<file path="config.mk">
export PLATFORM = sky130hd
export DESIGN_NAME = text_row_prefetch_flat
export DESIGN_NICKNAME = d
export VERILOG_FILES = /design/src/rtl/text_pkg.sv /design/src/rtl/text_row_prefetch_if.sv /design/src/rtl/char_line_buffer.sv /design/src/rtl/text_row_prefetch.sv /design/src/flat_wrapper.sv
export SDC_FILE = /design/constraint.sdc
export NUM_CORES = 1
export LEC_CHECK = 0
export BUFFER_PORTS_ARGS = -buffer_cell sky130_fd_sc_hd__buf_2
export CORE_MARGIN = 2
export CORE_UTILIZATION = 64
export DETAILED_ROUTE_END_ITERATION = 8
export MAX_ROUTING_LAYER = met4
export PLACE_DENSITY = 0.95
export SLEW_MARGIN = 20
export SYNTH_ARGS = -nofsm -noshare
export SYNTH_HDL_FRONTEND = slang
export SYNTH_SLANG_ARGS = --single-unit
</file>
<file path="constraint.sdc">
create_clock -name clk -period 4.2 [get_ports clk]
set_input_delay 0.84 -clock clk [delete_from_list [all_inputs] [get_ports clk]]
set_output_delay 0.84 -clock clk [all_outputs]
set_load 0.03 [all_outputs]
</file>
<file path="src/rtl/text_pkg.sv">
// Shared constants and types for the VGA text-row prefetcher.
// Grid geometry, memory layout and the fetch FSM state encoding.
package text_pkg;

    localparam int CELL_W   = 32;
    localparam int ORIGIN_X = 32;
    localparam int ORIGIN_Y = 32;
    localparam int COLS     = 18;
    localparam int ROWS     = 4;
    localparam int NCHARS   = 61;
    localparam logic [7:0] BASE_ADDR = 8'h0C;

    typedef enum logic [1:0] {
        IDLE,
        FETCH,
        DRAIN
    } fetch_state_e;

    function automatic logic [7:0] char_index(
        input logic [7:0] r,
        input logic [7:0] c,
        input int         cols
    );
        return 8'(int'(r) * cols + int'(c));
    endfunction

endpackage

</file>
<file path="src/rtl/text_row_prefetch_if.sv">
// Data-memory read port shared between the CPU and the row prefetcher.
// The prefetcher side is the master; the CPU/memory side is the slave.
interface text_row_prefetch_if;

    logic        cpu_req;
    logic [7:0]  cpu_addr;
    logic [31:0] mem_rdata;
    logic [7:0]  mem_addr;
    logic        cpu_gnt;

    modport master (
        input  cpu_req,
        input  cpu_addr,
        input  mem_rdata,
        output mem_addr,
        output cpu_gnt
    );

    modport slave (
        output cpu_req,
        output cpu_addr,
        output mem_rdata,
        input  mem_addr,
        input  cpu_gnt
    );

endinterface

</file>
<file path="src/rtl/char_line_buffer.sv">
// One character row: 8-bit codes with per-entry fill bits.
// Single write port, combinational read port, clear drops all fill bits.
module char_line_buffer #(
    parameter int DEPTH = 18,
    parameter int IW    = 5
) (
    input  logic          clk,
    input  logic          rst_n,
    input  logic          clr,
    input  logic          we,
    input  logic [IW-1:0] widx,
    input  logic [7:0]    wdata,
    input  logic [IW-1:0] ridx,
    output logic [7:0]    rdata,
    output logic          rfill
);

    logic [7:0]       mem_q [DEPTH];
    logic [7:0]       mem_d [DEPTH];
    logic [DEPTH-1:0] fill_q;
    logic [DEPTH-1:0] fill_d;

    always_comb begin
        mem_d  = mem_q;
        fill_d = fill_q;
        if (clr) begin
            fill_d = '0;
        end else if (we) begin
            mem_d[widx]  = wdata;
            fill_d[widx] = 1'b1;
        end
    end

    always_comb begin
        rdata = '0;
        rfill = 1'b0;
        if (int'(ridx) < DEPTH) begin
            rdata = mem_q[ridx];
            rfill = fill_q[ridx];
        end
    end

    always_ff @(posedge clk or negedge rst_n) begin
        if (!rst_n) begin
            mem_q  <= '{default: '0};
            fill_q <= '0;
        end else begin
            mem_q  <= mem_d;
            fill_q <= fill_d;
        end
    end

endmodule

</file>
<file path="src/rtl/text_row_prefetch.sv">
// Prefetches one character row into a line buffer during hblank and
// drives the sprite renderer with the cell code/origin during active video.
module text_row_prefetch #(
    parameter int         COLS      = 18,
    parameter int         ROWS      = 4,
    parameter int         NCHARS    = 61,
    parameter logic [7:0] BASE_ADDR = 8'h0C
) (
    input  logic                 clk,
    input  logic                 rst_n,
    input  logic [9:0]           currentX,
    input  logic [9:0]           currentY,
    text_row_prefetch_if.master  bus,
    output logic [7:0]           char_code,
    output logic [9:0]           initialX,
    output logic [9:0]           initialY,
    output logic                 char_valid,
    output logic                 underrun
);

    import text_pkg::*;

    localparam int LAST_PART = NCHARS - 1 - (ROWS - 1) * COLS;

    fetch_state_e state_q, state_d;
    logic [1:0]   row_q, row_d;
    logic [4:0]   cnt_q, cnt_d;
    logic [4:0]   last_q, last_d;
    logic         cap_vld_q, cap_vld_d;
    logic [4:0]   cap_idx_q, cap_idx_d;
    logic [7:0]   code_q, code_d;
    logic [9:0]   ix_q, ix_d;
    logic [9:0]   iy_q, iy_d;
    logic         vld_q, vld_d;
    logic         unf_q, unf_d;

    logic         trig;
    logic         clr;
    logic [7:0]   fetch_addr;
    logic         in_grid;
    logic [4:0]   col;
    logic [4:0]   rowc;
    logic [7:0]   cell_n;
    logic [7:0]   rd_data;
    logic         rd_fill;
    logic         unused_rdata;

    assign unused_rdata = ^bus.mem_rdata[31:8];

    // Last line before each character row, at the start of hblank.
    assign trig = (currentX == 10'd640)
               && (currentY[4:0] == 5'd31)
               && (currentY < 10'(ROWS * CELL_W));

    assign bus.cpu_gnt  = bus.cpu_req;
    assign bus.mem_addr = bus.cpu_req ? bus.cpu_addr : fetch_addr;

    always_comb begin
        state_d    = state_q;
        row_d      = row_q;
        cnt_d      = cnt_q;
        last_d     = last_q;
        cap_vld_d  = 1'b0;
        cap_idx_d  = cap_idx_q;
        clr        = 1'b0;
        fetch_addr = '0;
        unique case (state_q)
            IDLE: begin
                if (trig) begin
                    state_d = FETCH;
                    row_d   = currentY[6:5];
                    cnt_d   = '0;
                    last_d  = (currentY[6:5] == 2'(ROWS - 1))
                            ? 5'(LAST_PART) : 5'(COLS - 1);
                    clr     = 1'b1;
                end
            end
            FETCH: begin
                fetch_addr = BASE_ADDR
                           + (char_index(8'(row_q), 8'(cnt_q), COLS) << 2);
                if (!bus.cpu_req) begin
                    cap_vld_d = 1'b1;
                    cap_idx_d = cnt_q;
                    if (cnt_q == last_q) begin
                        state_d = DRAIN;
                    end else begin
                        cnt_d = cnt_q + 5'd1;
                    end
                end
            end
            DRAIN: begin
                state_d = IDLE;
            end
            default: begin
                state_d = IDLE;
            end
        endcase
    end

    char_line_buffer #(
        .DEPTH (COLS),
        .IW    (5)
    ) u_buf (
        .clk   (clk),
        .rst_n (rst_n),
        .clr   (clr),
        .we    (cap_vld_q),
        .widx  (cap_idx_q),
        .wdata (bus.mem_rdata[7:0]),
        .ridx  (col),
        .rdata (rd_data),
        .rfill (rd_fill)
    );

    assign in_grid = (currentX >= 10'(ORIGIN_X))
                  && (currentX < 10'(ORIGIN_X + COLS * CELL_W))
                  && (currentY >= 10'(ORIGIN_Y))
                  && (currentY < 10'(ORIGIN_Y + ROWS * CELL_W));
    assign col    = 5'((currentX - 10'(ORIGIN_X)) >> 5);
    assign rowc   = 5'((currentY - 10'(ORIGIN_Y)) >> 5);
    assign cell_n = char_index(8'(rowc), 8'(col), COLS);

    always_comb begin
        code_d = '0;
        vld_d  = 1'b0;
        ix_d   = ix_q;
        iy_d   = iy_q;
        if (in_grid && rd_fill && (int'(cell_n) < NCHARS)) begin
            code_d = rd_data;
            vld_d  = 1'b1;
            ix_d   = {col, 5'b0} + 10'(ORIGIN_X);
            iy_d   = {rowc, 5'b0} + 10'(ORIGIN_Y);
        end
    end

    // Row began drawing while its fetch was still in flight.
    always_comb begin
        unf_d = unf_q;
        if ((state_q != IDLE) && (currentX == 10'd0)
            && (currentY == ((10'(row_q) + 10'd1) << 5))) begin
            unf_d = 1'b1;
        end
    end

    always_ff @(posedge clk or negedge rst_n) begin
        if (!rst_n) begin
            state_q   <= IDLE;
            row_q     <= '0;
            cnt_q     <= '0;
            last_q    <= '0;
            cap_vld_q <= 1'b0;
            cap_idx_q <= '0;
            code_q    <= '0;
            ix_q      <= '0;
            iy_q      <= '0;
            vld_q     <= 1'b0;
            unf_q     <= 1'b0;
        end else begin
            state_q   <= state_d;
            row_q     <= row_d;
            cnt_q     <= cnt_d;
            last_q    <= last_d;
            cap_vld_q <= cap_vld_d;
            cap_idx_q <= cap_idx_d;
            code_q    <= code_d;
            ix_q      <= ix_d;
            iy_q      <= iy_d;
            vld_q     <= vld_d;
            unf_q     <= unf_d;
        end
    end

    assign char_code  = code_q;
    assign initialX   = ix_q;
    assign initialY   = iy_q;
    assign char_valid = vld_q;
    assign underrun   = unf_q;

endmodule

</file>
<file path="src/flat_wrapper.sv">
// flat-port wrapper written by rule: the top's interface ports become plain ports
module text_row_prefetch_flat import text_pkg::*;
#(
    parameter int         COLS      = 18,
    parameter int         ROWS      = 4,
    parameter int         NCHARS    = 61,
    parameter logic [7:0] BASE_ADDR = 8'h0C
)
  (clk, rst_n, currentX, currentY, char_code, initialX, initialY, char_valid, underrun, bus_cpu_req, bus_cpu_addr, bus_mem_rdata, bus_mem_addr, bus_cpu_gnt);
  text_row_prefetch_if bus_i ();
  input  logic clk;
  input  logic rst_n;
  input  logic [9:0] currentX;
  input  logic [9:0] currentY;
  output logic [7:0] char_code;
  output logic [9:0] initialX;
  output logic [9:0] initialY;
  output logic char_valid;
  output logic underrun;
  input wire logic [$bits(bus_i.cpu_req)-1:0] bus_cpu_req;
  input wire logic [$bits(bus_i.cpu_addr)-1:0] bus_cpu_addr;
  input wire logic [$bits(bus_i.mem_rdata)-1:0] bus_mem_rdata;
  output wire logic [$bits(bus_i.mem_addr)-1:0] bus_mem_addr;
  output wire logic [$bits(bus_i.cpu_gnt)-1:0] bus_cpu_gnt;
  assign bus_i.cpu_req = bus_cpu_req;
  assign bus_i.cpu_addr = bus_cpu_addr;
  assign bus_i.mem_rdata = bus_mem_rdata;
  assign bus_mem_addr = bus_i.mem_addr;
  assign bus_cpu_gnt = bus_i.cpu_gnt;
  text_row_prefetch #(.COLS(COLS), .ROWS(ROWS), .NCHARS(NCHARS), .BASE_ADDR(BASE_ADDR)) u_core (.clk(clk), .rst_n(rst_n), .currentX(currentX), .currentY(currentY), .bus(bus_i), .char_code(char_code), .initialX(initialX), .initialY(initialY), .char_valid(char_valid), .underrun(underrun));
endmodule
</file>
==> results of run 1 <==
## layer usage
layer / part of all wire / track usage / wire [um]
met5: 0 / - / 0
met4: 0.049 / 0.156 / 1170
met3: 0.074 / 0.0690 / 1750
met2: 0.50 / 0.500 / 11900
met1: 0.37 / 0.367 / 8780
## metrics by stage
step                 util  hold slack (ns)  cells  setup slack [ns]
finish              0.732            0.486   1005             0.437
global route        0.732            0.498   1005             0.271
CTS                 0.731            0.485   1004             0.468
detailed placement  0.695            0.466    974           0.00714
global placement    0.695            0.444    974             0.150
floorplan               -            0.441    720            0.0470
## flip-flops by register name (all words and copies together), names as in the netlist
signal	cells
u_core.u_buf.mem_q	144
u_core.u_buf.fill_q	18
u_core.char_code	8
u_core.cap_idx_q	5
u_core.cnt_q	5
u_core.initialX	5
u_core.initialY	5
u_core.last_q	2
u_core.row_q	2
u_core.state_q	2
u_core.cap_vld_q	1
u_core.char_valid	1
u_core.underrun	1
## critical path: cells and delay by family
| kind | cells | cell delay (ns) |
|---|---|---|
| AO/OA/AOI/OAI | 1 | 0.12 |
| AND/OR/NAND/NOR | 4 | 0.73 |
| XOR/XNOR | 2 | 0.52 |
| multiplexers | 1 | 0.29 |
| buffers and inverters | 4 | 0.51 |
| adder cells (fa/ha/maj) | 4 | 1.07 |
## cell usage after synthesis (all sizes together) (11+ instances only)
master / n
a21o: 15
ha: 19
nor2: 20
buf: 29
dfrtp: 199
o21ai: 17
mux2: 163
nor3: 11
mux4: 44
xnor2: 12
nand2: 40
inv: 20
xor2: 18
clkbuf: 21
## kinds of logic after synthesis
kind of cell / Yosys count / share of synthesized area
adder cells (fa/ha/maj): 22 / 0.0297
XOR/XNOR: 31 / 0.0292
multiplexers: 209 / 0.287
AND/OR/NAND/NOR: 123 / 0.0846
other: 1 / 0.000374
buffers and inverters: 70 / 0.0341
flip-flops: 199 / 0.497
AO/OA/AOI/OAI: 56 / 0.0378
## cell type report
| cell class | instances | area [um^2] | area share |
|---|---|---|---|
| clock buffer | 18 | 429 | 0.0384 |
| clock inverter | 12 | 124 | 0.0111 |
| inverter | 20 | 77.6 | 0.00694 |
| multi-input combinational | 451 | 4740 | 0.425 |
| sequential | 199 | 4980 | 0.446 |
| tap | 211 | 264 | 0.0236 |
| timing repair buffer | 94 | 554 | 0.0496 |
## path summary, 6_finish.rpt
kind	start	end	slack [ns]
max	currentY[5]	u_core.initialY[7]	0.44
min in group asynchronous	rst_n	u_core.initialY[9]	0.54
min reg2reg	u_core.underrun	u_core.underrun	0.49
max reg2reg	u_core.state_q[0]	u_core.u_buf.mem_q[72]	1.20
max in group asynchronous	rst_n	u_core.u_buf.mem_q[120]	2.61
min	u_core.underrun	u_core.underrun	0.49
## report_power, final
part | leakage [nW] | total [mW] | switching, mW | internal, mW
logic | 2.42 | 0.589 | 0.334 | 0.254
registers | 2.54 | 2.03 | 0.0410 | 1.98
clock network | 0.265 | 1.56 | 0.735 | 0.822
==> results_dict.tcl, run 1 <==
set metrics [dict create \
    final_cell_mix "dfrtp_1 (199), mux2_2 (154), buf_2 (66), mux4_2 (44), nand2_1 (40)" \
    holdPathStages 2 \
    hold_path_class "reg2reg" \
    synth-main-ff-cell "dfrtp_1" \
    clkLatencyLatePin_ns 0.44 \
    cp_slowest_cell "fa_1" \
    crit_path_max_incr_delay_ns 0.39 \
    worstRegToRegCells 7 \
    cts-resized-gates 0 \
    synth_seq_cells 199 \
    synthToLayoutAreaGrowth_pct 11.4 \
    fin_area_um2 11200 \
    hold_viol_final 0 \
    slew_headroom 0.385 \
    track_usage 0.309 \
    grt_antenna_before_repair 0 \
    status "finished clean" \
    vias_per_cell 6.41 \
    vias 6442 \
    core.rowCount 45 \
    drv_slew 0 \
    wl_um 23600 \
    portBuffers 67 \
    dp_hpwl_um 15700 \
    fillers 884 \
    synth_edf_count 0 \
    cp-start-kind "input pin" \
    avgSynthCellArea_um2 14.1 \
    skew_ns 0.0120 \
    end_kind "flop" \
    clkSinkCount 199 \
    tritoncts "built" \
    drt_iter0_markers 497 \
    setup_viol_count_final 0 \
    powerDensity_nw_per_um2 373 \
    arrival_ns 4.08 \
    worst_pin_slew_ns 0.922 \
    vdd_drop_max_uv 310 \
    die_width_um 129 \
    pin_count 102 \
    seq_area_frac_synth 0.497 \
    htreeDepth 4 \
    synthArstFlopShare 1.00 \
    syn-cell-area_um2 10000 \
    critical_path_peak_fanout 6 \
    die_height_um 129 \
    syn_inst 711 \
    final_nets 868 \
    crit_type "in2reg" \
    place_area_um2 10600 \
    cp_cell_sequence "buf_2, inv_1, ha_1, nand2b_1, nor2_1, xor2_1, ha_1, ha_1, inv_1, fa_1, xnor3_1, o31a_1, nor4_1, nand4_2, buf_4, mux2_4" \
    place_congestion 0.865 \
    power_mw 4.17 \
    path_clk_slew_ns 0.07 \
    antenna_cells 0 \
    cts-root-buf "clkbuf_16" \
    postCtsSetupBuffers 0 \
    gr-total-overflow 0 \
    grt_setup_unrepaired "no" \
    final_common_cell "dfrtp_1" \
    drtPass1Iterations 8 \
    netlist.area_leader.share 0.497 \
    yosys_warnings 0 \
    ant_nets 0 \
    synth_area_leader_cell "dfrtp_1" \
    fin_setup_tns_ns 0 \
    fin_crit_ns 3.76 \
    grt_pass1_wl_um 37300 \
    clock_path_buffers 2 \
    crit_top_cell "ha_1" \
    drc 0 \
    yosys-top-cells-area "dfrtp_1 (50%), mux2_2 (17%), mux4_2 (9.9%)" \
    grt_pass1_vias 6902 \
    grt_max_degree 120 \
    wl_per_cell_um 23.5 \
    cts_inserted_buffers 17 \
    postCtsHoldBufs 0 \
    worstPathRequired_ns 4.52 \
    synth_cell_types 56 \
    drv_cap 0 \
    coreArea_um2 15300 \
    start_util 0.657 \
    leakagePower_nw 5.23 \
    drive_above_1_share 0.441 \
    die-area_um2 16700 \
    timing.fmax_mhz 266 \
    post-route-period-util 0.896 \
]
Power figures use the tool's default switching activity.
==> run 2: changes to the inputs <==
Settings changed: BUFFER_PORTS_ARGS -buffer_cell sky130_fd_sc_hd__buf_2 to -buffer_cell sky130_fd_sc_hd__buf_4, CORE_MARGIN 2 to 3, CTS_BUF_LIST from default to sky130_fd_sc_hd__clkbuf_4 sky130_fd_sc_hd__clkbuf_8 sky130_fd_sc_hd__clkbuf_16.
==> results_dict.tcl, run 2 (same netlist as run 1, synthesis figures left out) <==
set metrics [dict create \
    status "finished clean" \
    layout_setup_ws_ns 0.495 \
    die_width_um 131 \
    fin_crit_ns 3.71 \
    p_sw_mw 1.11 \
    worstPathRequired_ns 4.52 \
    postCtsHoldBufs 0 \
    final_cells 1008 \
    wl_per_cell_um 23.5 \
    drive_above_1_share 0.444 \
    dp_cells 976 \
    vias_per_cell 6.26 \
    place_area_um2 10800 \
    clkPwrFrac 0.397 \
    crit_type "in2reg" \
    pin_count 102 \
    grt_antenna_before_repair 0 \
    grt_setup_unrepaired "no" \
    vdd_drop_max_uv 303 \
    holdPathStages 2 \
    grt_pass1_vias 7022 \
    hold_path_class "reg2reg" \
    grt_pass1_wl_um 38400 \
    dp_hpwl_um 15200 \
    cts_inserted_buffers 17 \
    powerDensity_nw_per_um2 384 \
    skew_ns 0.0141 \
    seqPwrFrac 0.462 \
    start_util 0.657 \
    slew_headroom 0.381 \
    final_common_cell "dfrtp_1" \
    cp-start-kind "input pin" \
    setup_viol_count_final 0 \
    grt_max_degree 118 \
    fillers 857 \
    fin_setup_tns_ns 0 \
    portBuffers 67 \
    antenna_cells 0 \
    critical_path_peak_fanout 7 \
    fin_util 0.749 \
    final_nets 869 \
    pwr-share-comb 0.141 \
    largest_reg_flops 144 \
    worstHoldStart "u_core.underrun" \
    timing.fmax_mhz 270 \
    r2r-start "u_core.state_q[0]" \
    swShare 0.252 \
    drtPass1Iterations 7 \
    worstRegToRegCells 7 \
    hold_viol_final 0 \
    dp_slack_ns 0.0877 \
    path_clk_slew_ns 0.07 \
    htreeDepth 4 \
    wl_um 23700 \
    tritoncts "built" \
    clock_path_buffers 2 \
    cts-root-buf "clkbuf_16" \
    core.rowCount 45 \
    post-route-period-util 0.882 \
    final_cell_mix "dfrtp_1 (199), mux2_2 (154), buf_4 (93), mux4_2 (44), nand2_1 (40)" \
    postCtsSetupBuffers 0 \
    synthToLayoutAreaGrowth_pct 14.0 \
    end_kind "flop" \
    drv_cap 0 \
    drv_slew 0 \
    vias 6312 \
    drt_iter0_markers 455 \
    largest_register "u_core.u_buf.mem_q" \
    fin_area_um2 11400 \
    die-area_um2 17200 \
    cts-resized-gates 0 \
    power_mw 4.38 \
    arrival_ns 4.02 \
    worst_pin_slew_ns 0.928 \
    fin_hold_ws_ns 0.471 \
    gr-total-overflow 0 \
    track_usage 0.296 \
    drc 0 \
    cp-startpoint "currentY[6]" \
    die_height_um 131 \
    clkSinkCount 199 \
    clkLatencyLatePin_ns 0.44 \
    place_congestion 0.862 \
    p_int_mw 3.28 \
    ant_nets 0 \
    leakagePower_nw 5.31 \
    coreArea_um2 15300 \
]
-- run 2: changes by cell type in the layout (fill, tap and decap cells not counted), moves of 2 or more --
cell       previous run  this run
inv_6                 1         3
buf_2                66         0
buf_4                26        93
bufinv_16             1         4
-- run 2: final cells by class --
type | count | area, um^2 | area share
sequential | 199 | 4980 | 0.436
multi-input combinational | 451 | 4740 | 0.415
clock buffer | 18 | 433 | 0.0379
tap | 211 | 264 | 0.0231
inverter | 20 | 77.6 | 0.00679
clock inverter | 14 | 196 | 0.0172
timing repair buffer | 95 | 732 | 0.0641
-- run 2: worst max-delay path, cell delays in order --
cell and delay [ns]:
buf_4 0.14, inv_1 0.07, ha_1 0.18, nand2b_1 0.09, nor2_1 0.12, xor2_1 0.20
ha_1 0.26, ha_1 0.19, inv_1 0.07, fa_1 0.47, o31a_1 0.31, nor4_1 0.33
nand4_2 0.21, buf_4 0.24, mux2_4 0.30
-- run 2: path summary, 6_finish.rpt --
path | endpoint | slack (ns)
max in group asynchronous | u_core.u_buf.fill_q[15] | 2.66
max | u_core.initialY[7] | 0.49
min reg2reg | u_core.underrun | 0.47
max reg2reg | u_core.u_buf.mem_q[45] | 1.63
min in group asynchronous | u_core.initialY[6] | 0.52
min | u_core.underrun | 0.47
-- run 2: power by group through the flow --
stage	sequential [mW]	combinational, mW	clock (mW)
CTS	2.02	0.621	1.76
detailed placement	2.06	0.615	0
global placement	2.05	0.589	0
global route	2.03	0.663	1.84
finish	2.02	0.618	1.74
floorplan	2.12	0.344	0
-- run 2: routing by layer --
layer / wire length [um] / GRT usage
met1: 9390 / 0.361
met2: 12200 / 0.489
met3: 1390 / 0.0601
met4: 764 / 0.120
met5: 0 / -
==> run 3: changes to the inputs <==
Settings changed: RECOVER_POWER from default to 100.
==> results_dict.tcl, run 3 (same netlist as run 1, synthesis figures left out) <==
set metrics [dict create \
    status "finished, violations left" \
    failed_checks "max-capacitance violations, max-slew violations" \
    largest_reg_flops 144 \
    vias 6414 \
    setup_viol_count_final 0 \
    crit_type "in2reg" \
    critPathTopFamily "buffers and inverters" \
    fin_crit_ns 3.84 \
    cp-start-kind "input pin" \
    crit_cells 9 \
    hold_path_class "reg2reg" \
    critPathBufInv 4 \
    cp_slowest_cell "nor3_1" \
    portBuffers 67 \
    arrival_ns 4.16 \
    final_cell_mix "dfrtp_1 (199), mux2_2 (151), buf_4 (46), mux4_2 (44), clkbuf_1 (44)" \
    core.rowCount 45 \
    grt_setup_unrepaired "no" \
    postCtsHoldBufs 0 \
    gr-total-overflow 0 \
    leakagePower_nw 5.11 \
    drv_slew 118 \
    start_util 0.657 \
    coreArea_um2 15300 \
    vdd_drop_max_uv 303 \
    seqPwrFrac 0.467 \
    clkPwrFrac 0.403 \
    p_sw_mw 1.11 \
    timing.fmax_mhz 261 \
    tritoncts "built" \
    cp_cell_sequence "clkbuf_1, buf_4, nor2_1, nand2_1, nor3_1, buf_12, or4_1, clkbuf_1, mux2_2" \
    place_congestion 0.862 \
    worst_pin_slew_ns 2.86 \
    cts-resized-gates 0 \
    crit_top_cell "clkbuf_1" \
    drive_above_1_share 0.365 \
    wl_per_cell_um 23.5 \
    drt_iter0_markers 490 \
    ant_nets 0 \
    skew_ns 0.0172 \
    worstRegToRegCells 7 \
    power_mw 4.33 \
    drc 0 \
    end_kind "flop" \
    die_width_um 131 \
    p_int_mw 3.22 \
    grt_antenna_before_repair 0 \
    swShare 0.255 \
    drv_cap 1 \
    clock_path_buffers 2 \
    cts-root-buf "clkbuf_16" \
    slew_headroom -0.909 \
    crit_path_max_incr_delay_ns 0.87 \
    final_common_cell "dfrtp_1" \
    fin_hold_ws_ns 0.466 \
    cts_inserted_buffers 17 \
    postCtsSetupBuffers 0 \
    holdPathStages 2 \
    pwr-share-comb 0.130 \
    worstPathRequired_ns 4.52 \
    drtPass1Iterations 4 \
    die-area_um2 17200 \
    final_nets 869 \
    fin_setup_tns_ns 0 \
    pin_count 102 \
    vias_per_cell 6.36 \
    track_usage 0.296 \
    largest_register "u_core.u_buf.mem_q" \
    path_clk_slew_ns 0.07 \
    powerDensity_nw_per_um2 391 \
    wl_um 23700 \
    clkLatencyLatePin_ns 0.44 \
    die_height_um 131 \
    antenna_cells 0 \
    grt_max_degree 118 \
    critical_path_peak_fanout 50 \
    grt_pass1_vias 7022 \
    clkSinkCount 199 \
    hold_viol_final 0 \
    synthToLayoutAreaGrowth_pct 10.4 \
    dp_hpwl_um 15200 \
    htreeDepth 4 \
    post-route-period-util 0.914 \
    grt_pass1_wl_um 38400 \
]
==> run 3: final cells by class <==
cell class / count / area (um^2)
flip-flops and latches: 199 / 4980
fillers: 947 / 4200
well taps: 211 / 264
clock inverters: 14 / 196
clock buffers: 18 / 433
inverters: 20 / 77.6
multi-input cells: 451 / 4560
repair buffers: 95 / 551
==> run 3: worst min-delay path, cell delays in order, from the launching register on <==
cell     delay [ns]
dfrtp_1        0.34
inv_1          0.04
o31ai_1        0.05
==> run 3: power groups by stage <==
stage / combinational (mW) / clock [mW] / sequential, mW
after floorplan: 0.344 / 0 / 2.12
after global routing: 0.608 / 1.84 / 2.03
after detailed placement: 0.615 / 0 / 2.06
after global placement: 0.589 / 0 / 2.05
after CTS: 0.621 / 1.76 / 2.02
final: 0.564 / 1.74 / 2.02
==> run 3: path summary, 6_finish.rpt <==
kind / startpoint / to / slack, ns
min in group asynchronous: rst_n / u_core.initialY[6] / 1.32
min: u_core.underrun / u_core.underrun / 0.47
max in group asynchronous: rst_n / u_core.u_buf.fill_q[15] / 0.90
max: currentX[5] / u_core.u_buf.mem_q[45] / 0.36
min reg2reg: u_core.underrun / u_core.underrun / 0.47
max reg2reg: u_core.state_q[0] / u_core.u_buf.mem_q[45] / 0.75
==> run 3: through the flow <==
| stage | cell area (um^2) | instances | utilization | setup slack, ns |
|---|---|---|---|---|
| after floorplan | 10100 | 720 | - | 0.0470 |
| after global placement | 10800 | 976 | 0.708 | 0.188 |
| after detailed placement | 10800 | 976 | 0.708 | 0.0877 |
| after CTS | 11400 | 1008 | 0.749 | 0.530 |
| after global routing | 11100 | 1008 | 0.725 | 0.217 |
| final | 11100 | 1008 | 0.725 | 0.362 |
==> run 3: per-layer routing <==
metal	GRT usage	part of all wire
met1	0.361	0.39
met2	0.489	0.51
met3	0.0601	0.062
met4	0.120	0.031
met5	-	0
